File: src/rtl/score_reader.sv
// Score playback sequencer: fetches score entries from memory and sequences each note/rest with a gap.
// Optional SCORE_READER_LOOP_EN macro wraps playback back to entry 0 instead of finishing.
module score_reader #(
    parameter int unsigned BEAT_DIV = 12500000,
    parameter int unsigned GAP_CYC  = 1000000
) (
    input  logic       clk,
    input  logic       rst,
    input  logic       start,
    input  logic       stop,
    input  logic [6:0] mem_len,
    output logic       mem_rd,
    output logic [5:0] mem_addr,
    input  logic [7:0] mem_data,
    output logic [2:0] value_out,
    output logic [1:0] tone_out,
    output logic       note_strobe,
    output logic       busy,
    output logic       done
);

    localparam int unsigned ADDR_W   = 6;
    localparam int unsigned LEN_W    = 7;
    localparam int unsigned MAX_LEN  = 64;
    localparam int unsigned HOLD_MAX = 8 * BEAT_DIV;
    localparam int unsigned CNT_MAX  = (HOLD_MAX > GAP_CYC) ? HOLD_MAX : GAP_CYC;
    localparam int unsigned CNT_W    = $clog2(CNT_MAX + 1);

    typedef enum logic [2:0] {
        S_IDLE,
        S_FETCH,
        S_WAIT,
        S_HOLD,
        S_GAP,
        S_DONE
    } state_e;

    state_e             state_q, state_d;
    logic [LEN_W-1:0]   addr_q, addr_d;
    logic [LEN_W-1:0]   len_q, len_d;
    logic [CNT_W-1:0]   cnt_q, cnt_d;
    logic [2:0]         value_q, value_d;
    logic [1:0]         tone_q, tone_d;
    logic               strobe_q, strobe_d;
    logic               rd_q, rd_d;
    logic [ADDR_W-1:0]  maddr_q, maddr_d;
    logic               busy_q, busy_d;
    logic               done_q, done_d;

    logic [LEN_W-1:0]   eff_len_c;
    logic [LEN_W-1:0]   addr_inc_c;
    logic [CNT_W-1:0]   hold_cnt_c;
    logic               advance_c;

    always_comb begin
        eff_len_c  = (mem_len > LEN_W'(MAX_LEN)) ? LEN_W'(MAX_LEN) : mem_len;
        addr_inc_c = addr_q + LEN_W'(1);
        // Beat counter preload: (dur+1) beats, counted down to zero.
        hold_cnt_c = CNT_W'(BEAT_DIV) * (CNT_W'(mem_data[2:0]) + CNT_W'(1)) - CNT_W'(1);
    end

    // Next-state and registered-output decisions.
    always_comb begin
        state_d   = state_q;
        addr_d    = addr_q;
        len_d     = len_q;
        cnt_d     = cnt_q;
        value_d   = value_q;
        tone_d    = tone_q;
        strobe_d  = 1'b0;
        done_d    = 1'b0;
        advance_c = 1'b0;

        if (stop) begin
            state_d = S_IDLE;
            value_d = 3'd0;
            tone_d  = 2'd0;
        end else begin
            case (state_q)
                S_IDLE: begin
                    if (start) begin
                        addr_d  = '0;
                        len_d   = eff_len_c;
                        state_d = (eff_len_c == '0) ? S_DONE : S_FETCH;
                    end
                end
                S_FETCH: state_d = S_WAIT;
                S_WAIT: begin
                    value_d  = mem_data[7:5];
                    tone_d   = mem_data[4:3];
                    strobe_d = 1'b1;
                    cnt_d    = hold_cnt_c;
                    state_d  = S_HOLD;
                end
                S_HOLD: begin
                    if (cnt_q == '0) begin
                        value_d = 3'd0;
                        if (GAP_CYC == 0) begin
                            advance_c = 1'b1;
                        end else begin
                            cnt_d   = CNT_W'(GAP_CYC - 1);
                            state_d = S_GAP;
                        end
                    end else begin
                        cnt_d = cnt_q - CNT_W'(1);
                    end
                end
                S_GAP: begin
                    if (cnt_q == '0) begin
                        advance_c = 1'b1;
                    end else begin
                        cnt_d = cnt_q - CNT_W'(1);
                    end
                end
                S_DONE: begin
                    done_d  = 1'b1;
                    state_d = S_IDLE;
                end
                default: state_d = S_IDLE;
            endcase

            if (advance_c) begin
                if (addr_inc_c < len_q) begin
                    addr_d  = addr_inc_c;
                    state_d = S_FETCH;
                end else begin
`ifdef SCORE_READER_LOOP_EN
                    addr_d  = '0;
                    state_d = S_FETCH;
`else
                    state_d = S_DONE;
`endif
                end
            end
        end

        rd_d    = (state_d == S_FETCH);
        maddr_d = (state_d == S_FETCH) ? addr_d[ADDR_W-1:0] : '0;
        busy_d  = (state_d != S_IDLE);
    end

    always_ff @(posedge clk or negedge rst) begin
        if (!rst) begin
            state_q  <= S_IDLE;
            addr_q   <= '0;
            len_q    <= '0;
            cnt_q    <= '0;
            value_q  <= 3'd0;
            tone_q   <= 2'd0;
            strobe_q <= 1'b0;
            rd_q     <= 1'b0;
            maddr_q  <= '0;
            busy_q   <= 1'b0;
            done_q   <= 1'b0;
        end else begin
            state_q  <= state_d;
            addr_q   <= addr_d;
            len_q    <= len_d;
            cnt_q    <= cnt_d;
            value_q  <= value_d;
            tone_q   <= tone_d;
            strobe_q <= strobe_d;
            rd_q     <= rd_d;
            maddr_q  <= maddr_d;
            busy_q   <= busy_d;
            done_q   <= done_d;
        end
    end

    assign value_out   = value_q;
    assign tone_out    = tone_q;
    assign note_strobe = strobe_q;
    assign mem_rd      = rd_q;
    assign mem_addr    = maddr_q;
    assign busy        = busy_q;
    assign done        = done_q;

endmodule

File: config.mk
export PLATFORM = sky130hd
export DESIGN_NAME = score_reader
export DESIGN_NICKNAME = d
export VERILOG_FILES = /design/src/rtl/score_reader.sv
export SDC_FILE = /design/constraint.sdc
export NUM_CORES = 1
export LEC_CHECK = 0
export ABC_AREA = 1
export CORE_AREA = 4 4 96 98
export CTS_BUF_LIST = sky130_fd_sc_hd__clkbuf_8
export CTS_CLUSTER_DIAMETER = 200
export CTS_CLUSTER_SIZE = 24
export DETAILED_ROUTE_END_ITERATION = 10
export DIE_AREA = 0 0 100 102
export GPL_ROUTABILITY_DRIVEN = 0
export GPL_TIMING_DRIVEN = 1
export PLACE_DENSITY = 0.83
export SLEW_MARGIN = 20
export SYNTH_ARGS = -nofsm -noshare
export SYNTH_HDL_FRONTEND = slang
export SYNTH_SLANG_ARGS = --single-unit
File: constraint.sdc
create_clock -name clk -period 3.58 [get_ports clk]
set_input_delay 0.716 -clock clk [delete_from_list [all_inputs] [get_ports clk]]
set_output_delay 0.716 -clock clk [all_outputs]
set_load 0.02 [all_outputs]
==> results_dict.tcl <==
set metrics [dict create \
    start_util 0.609 \
    dr.pass1.iters 5 \
    grt_pass1_vias 5618 \
    synth_nets 804 \
    cts_root_buffer "clkbuf_8" \
    wl_um 16100 \
    dp_slack_ns -1.17 \
    die_h_um 102 \
    worst_pin_slew_ns 0.713 \
    ir_drop_v 0.000425 \
    rsz0062_at_grt "yes" \
    avgSynthCellArea_um2 6.93 \
    die_w_um 100 \
    place_hpwl_um 10800 \
    r2r_end "addr_q[1]" \
    cp-end-kind "flip-flop" \
    num-fill-cells 531 \
    routed_via_density 5.82 \
    cp_top_family "adder cells" \
    rr_worst_depth 12 \
    cap_violations 0 \
    fin_cells 960 \
    powerDensity_nw_per_um2 568 \
    post-route-drc-count 0 \
    ioPinCount 34 \
    max_freq_ghz 0.265 \
    ys_async_sr_fraction 1.00 \
    wl_per_cell_um 16.7 \
    crit_slowest_cell "fa_1" \
    dp.cells 928 \
    cts-buffers-inserted 9 \
    cpPeakStageDelay_ns 0.58 \
    finalMaxSlewViolations 0 \
    ys_seq_area_frac 0.286 \
    postCtsHoldBufs 0 \
    critical_path_required_ns 3.86 \
    place.port_buffers 33 \
    clockBufferDepth 2 \
    cts_tree "done" \
    syn_to_final_growth_pct 31.7 \
    r2r-start "addr_q[0]" \
    ant_nets 0 \
    cp_cell_sequence "buf_8 > clkinvlp_4 > buf_6 > nor2_4 > fa_2 > fa_1 > inv_2 > buf_4 > ha_4 > nand2_1 > nor2_2 > nand2_1 > nand2_1 > nand2_1 > nand2_2 > nand2_2 > nor2_4 > nand2_1 > nand2_1 > nand3_1 > a21boi_2" \
    synth_edf_count 0 \
    ys_types 46 \
    synth.yosys.warnings 0 \
    r2r_slack_ns 1.06 \
    crit_start "mem_data[0]" \
    period_share 1.05 \
    core_um2 8470 \
    arrival_ns 4.04 \
    antennaDiodeCount 0 \
    overflow 0 \
    crit_fanout 4 \
    clock_sinks 59 \
    num-nets-final 907 \
    critPathLaunchType "input port" \
    synthCells 744 \
    vias 5588 \
    synth_seq_cells 59 \
    cp.depth 21 \
    drt_iter0_drc 514 \
    worstHoldPathType "input port to asynchronous set/reset pin" \
    status "finished, violations left" \
    slew_headroom 0.524 \
    period_needed_ns 3.77 \
    insertion_delay_ns 0.36 \
    grt.total_usage 0.310 \
    violations "setup timing" \
    setup_viol 10 \
    endpoint "cnt_q[25]" \
    clkTransAtPathRegs_ns 0.07 \
    timing.final.ws_setup_ns -0.188 \
    antenna_found_initial 0 \
    skew_ns 0.0110 \
    path_class "input port to flip-flop" \
    critical_path_buf_inv_count 5 \
    power.leakage_nw 3.34 \
    dieArea_um2 10200 \
    cp_common_cell "nand2_1" \
    grt_max_degree 32 \
    rows 34 \
    mappedNetlistArea_um2 5150 \
    synth_flop_cell "dfrtp_1" \
    cts-htree-levels 3 \
    final_hold_viol_count 0 \
    drive_above_1_share 0.265 \
    grt_pass1_wl_um 25500 \
]
[cells in the final DEF (no fill, tap or decap), drive strengths merged, types with 2 or more instances in the layout]
master         netlist  layout
fa                   8       8
nor2                92      92
clkinvlp             0       2
a22oi                4       4
nand3               66      66
nand4               19      19
a22o                 2       2
buf                  9      76
o211ai               2       2
clkbuf               4      11
ha                  33      33
a31o                 2       2
nor4                 2       2
xnor2                3       3
a31oi                5       5
o22ai                4       4
a21oi               36      36
clkinv               1       2
dfrtp               59      59
inv                140     140
nor3                 6       6
a21boi               4       4
o221ai               2       2
o21ai               46      46
or2                  3       3
nand2              164     164
clkdlybuf4s50        0      29
xor2                22      22
and2                 2       2
bufinv               0       2
[sequential cells by signal, summed over array words and instances, names as in the netlist]
name and cells:
cnt_q 27, addr_q 7, len_q 7, mem_addr 6, state_q 3, value_out 3
tone_out 2, busy 1, done 1, mem_rd 1, note_strobe 1
[cells in the mapped netlist, types with 8 or more instances]
cell type,instances,area [um^2]
o21ai_0,44,220
a21oi_1,35,175
nand3_1,60,300
nor2_2,15,93.8
nor2_1,74,278
dfrtp_1,59,1480
nand2_1,152,571
ha_1,33,413
nand2_2,12,75.1
nand4_1,19,119
xor2_1,20,175
inv_1,134,503
fa_1,8,160
[cell families (layout without fill, tap and decap cells)]
kind of cell / count (synthesis) / count (layout) / share of synthesized area
xor gates and xnor gates: 25 / 25 / 0.0454
buffers and inverters: 154 / 262 / 0.120
DFF: 59 / 59 / 0.286
and+or+nand+nor: 355 / 355 / 0.314
adders and majority gates: 41 / 41 / 0.111
AOI/OAI and AO/OA: 110 / 110 / 0.124
[through the flow]
step | power [mW] | util | TNS [ns] | hold slack, ns | cell area [um^2]
after floorplan | 2.10 | - | -2.43 | 0.420 | 5240
after global routing | 4.08 | 0.802 | -2.49 | 0.449 | 6790
final | 3.85 | 0.802 | -1.23 | 0.408 | 6790
after detailed placement | 2.66 | 0.711 | -11.09 | 0.491 | 6020
after CTS | 3.56 | 0.771 | -0.190 | 0.431 | 6530
after global placement | 2.58 | 0.711 | -9.97 | 0.485 | 6020
[power breakdown]
group	internal (mW)	switching [mW]	total (mW)
clock network	0.426	0.273	0.699
logic	0.886	1.30	2.18
registers	0.828	0.145	0.974
total	2.14	1.71	3.85
[layout make-up]
type / instances / area (um^2) / area share
Clock buffer: 11 / 151 / 0.0223
Timing Repair Buffer: 105 / 886 / 0.131
Inverter: 141 / 536 / 0.0789
Tap cell: 108 / 135 / 0.0199
Clock inverter: 5 / 76.3 / 0.0112
Sequential cell: 59 / 1480 / 0.218
Multi-Input combinational cell: 531 / 3530 / 0.520
[worst min-delay path by stage]
| stage | from | endpoint | slack, ns | cells past startpoint |
|---|---|---|---|---|
| detailed placement | tone_out[0] | tone_out[0] | 0.49 | 1 |
| global route | rst | cnt_q[4] | 0.45 | 1 |
| CTS | rst | cnt_q[4] | 0.43 | 1 |
| finish | rst | cnt_q[4] | 0.41 | 1 |
| global placement | tone_out[1] | tone_out[1] | 0.48 | 1 |
| floorplan | rst | addr_q[0] | 0.42 | 0 |
[layer usage]
metal	global-route usage	vias to the layer above	wire [um]
li1	-	2587	-
met1	0.363	2618	6110
met2	0.553	314	8110
met3	0.0601	69	1140
met4	0.140	0	692
met5	0	-	0
[what timing repair did]
action	4_1_cts	5_1_grt
gates resized for setup	67	48
setup endpoints to repair	12	10
buffers inserted	7	9
pin swaps	31	38
(Power assumes the default switching activity.)
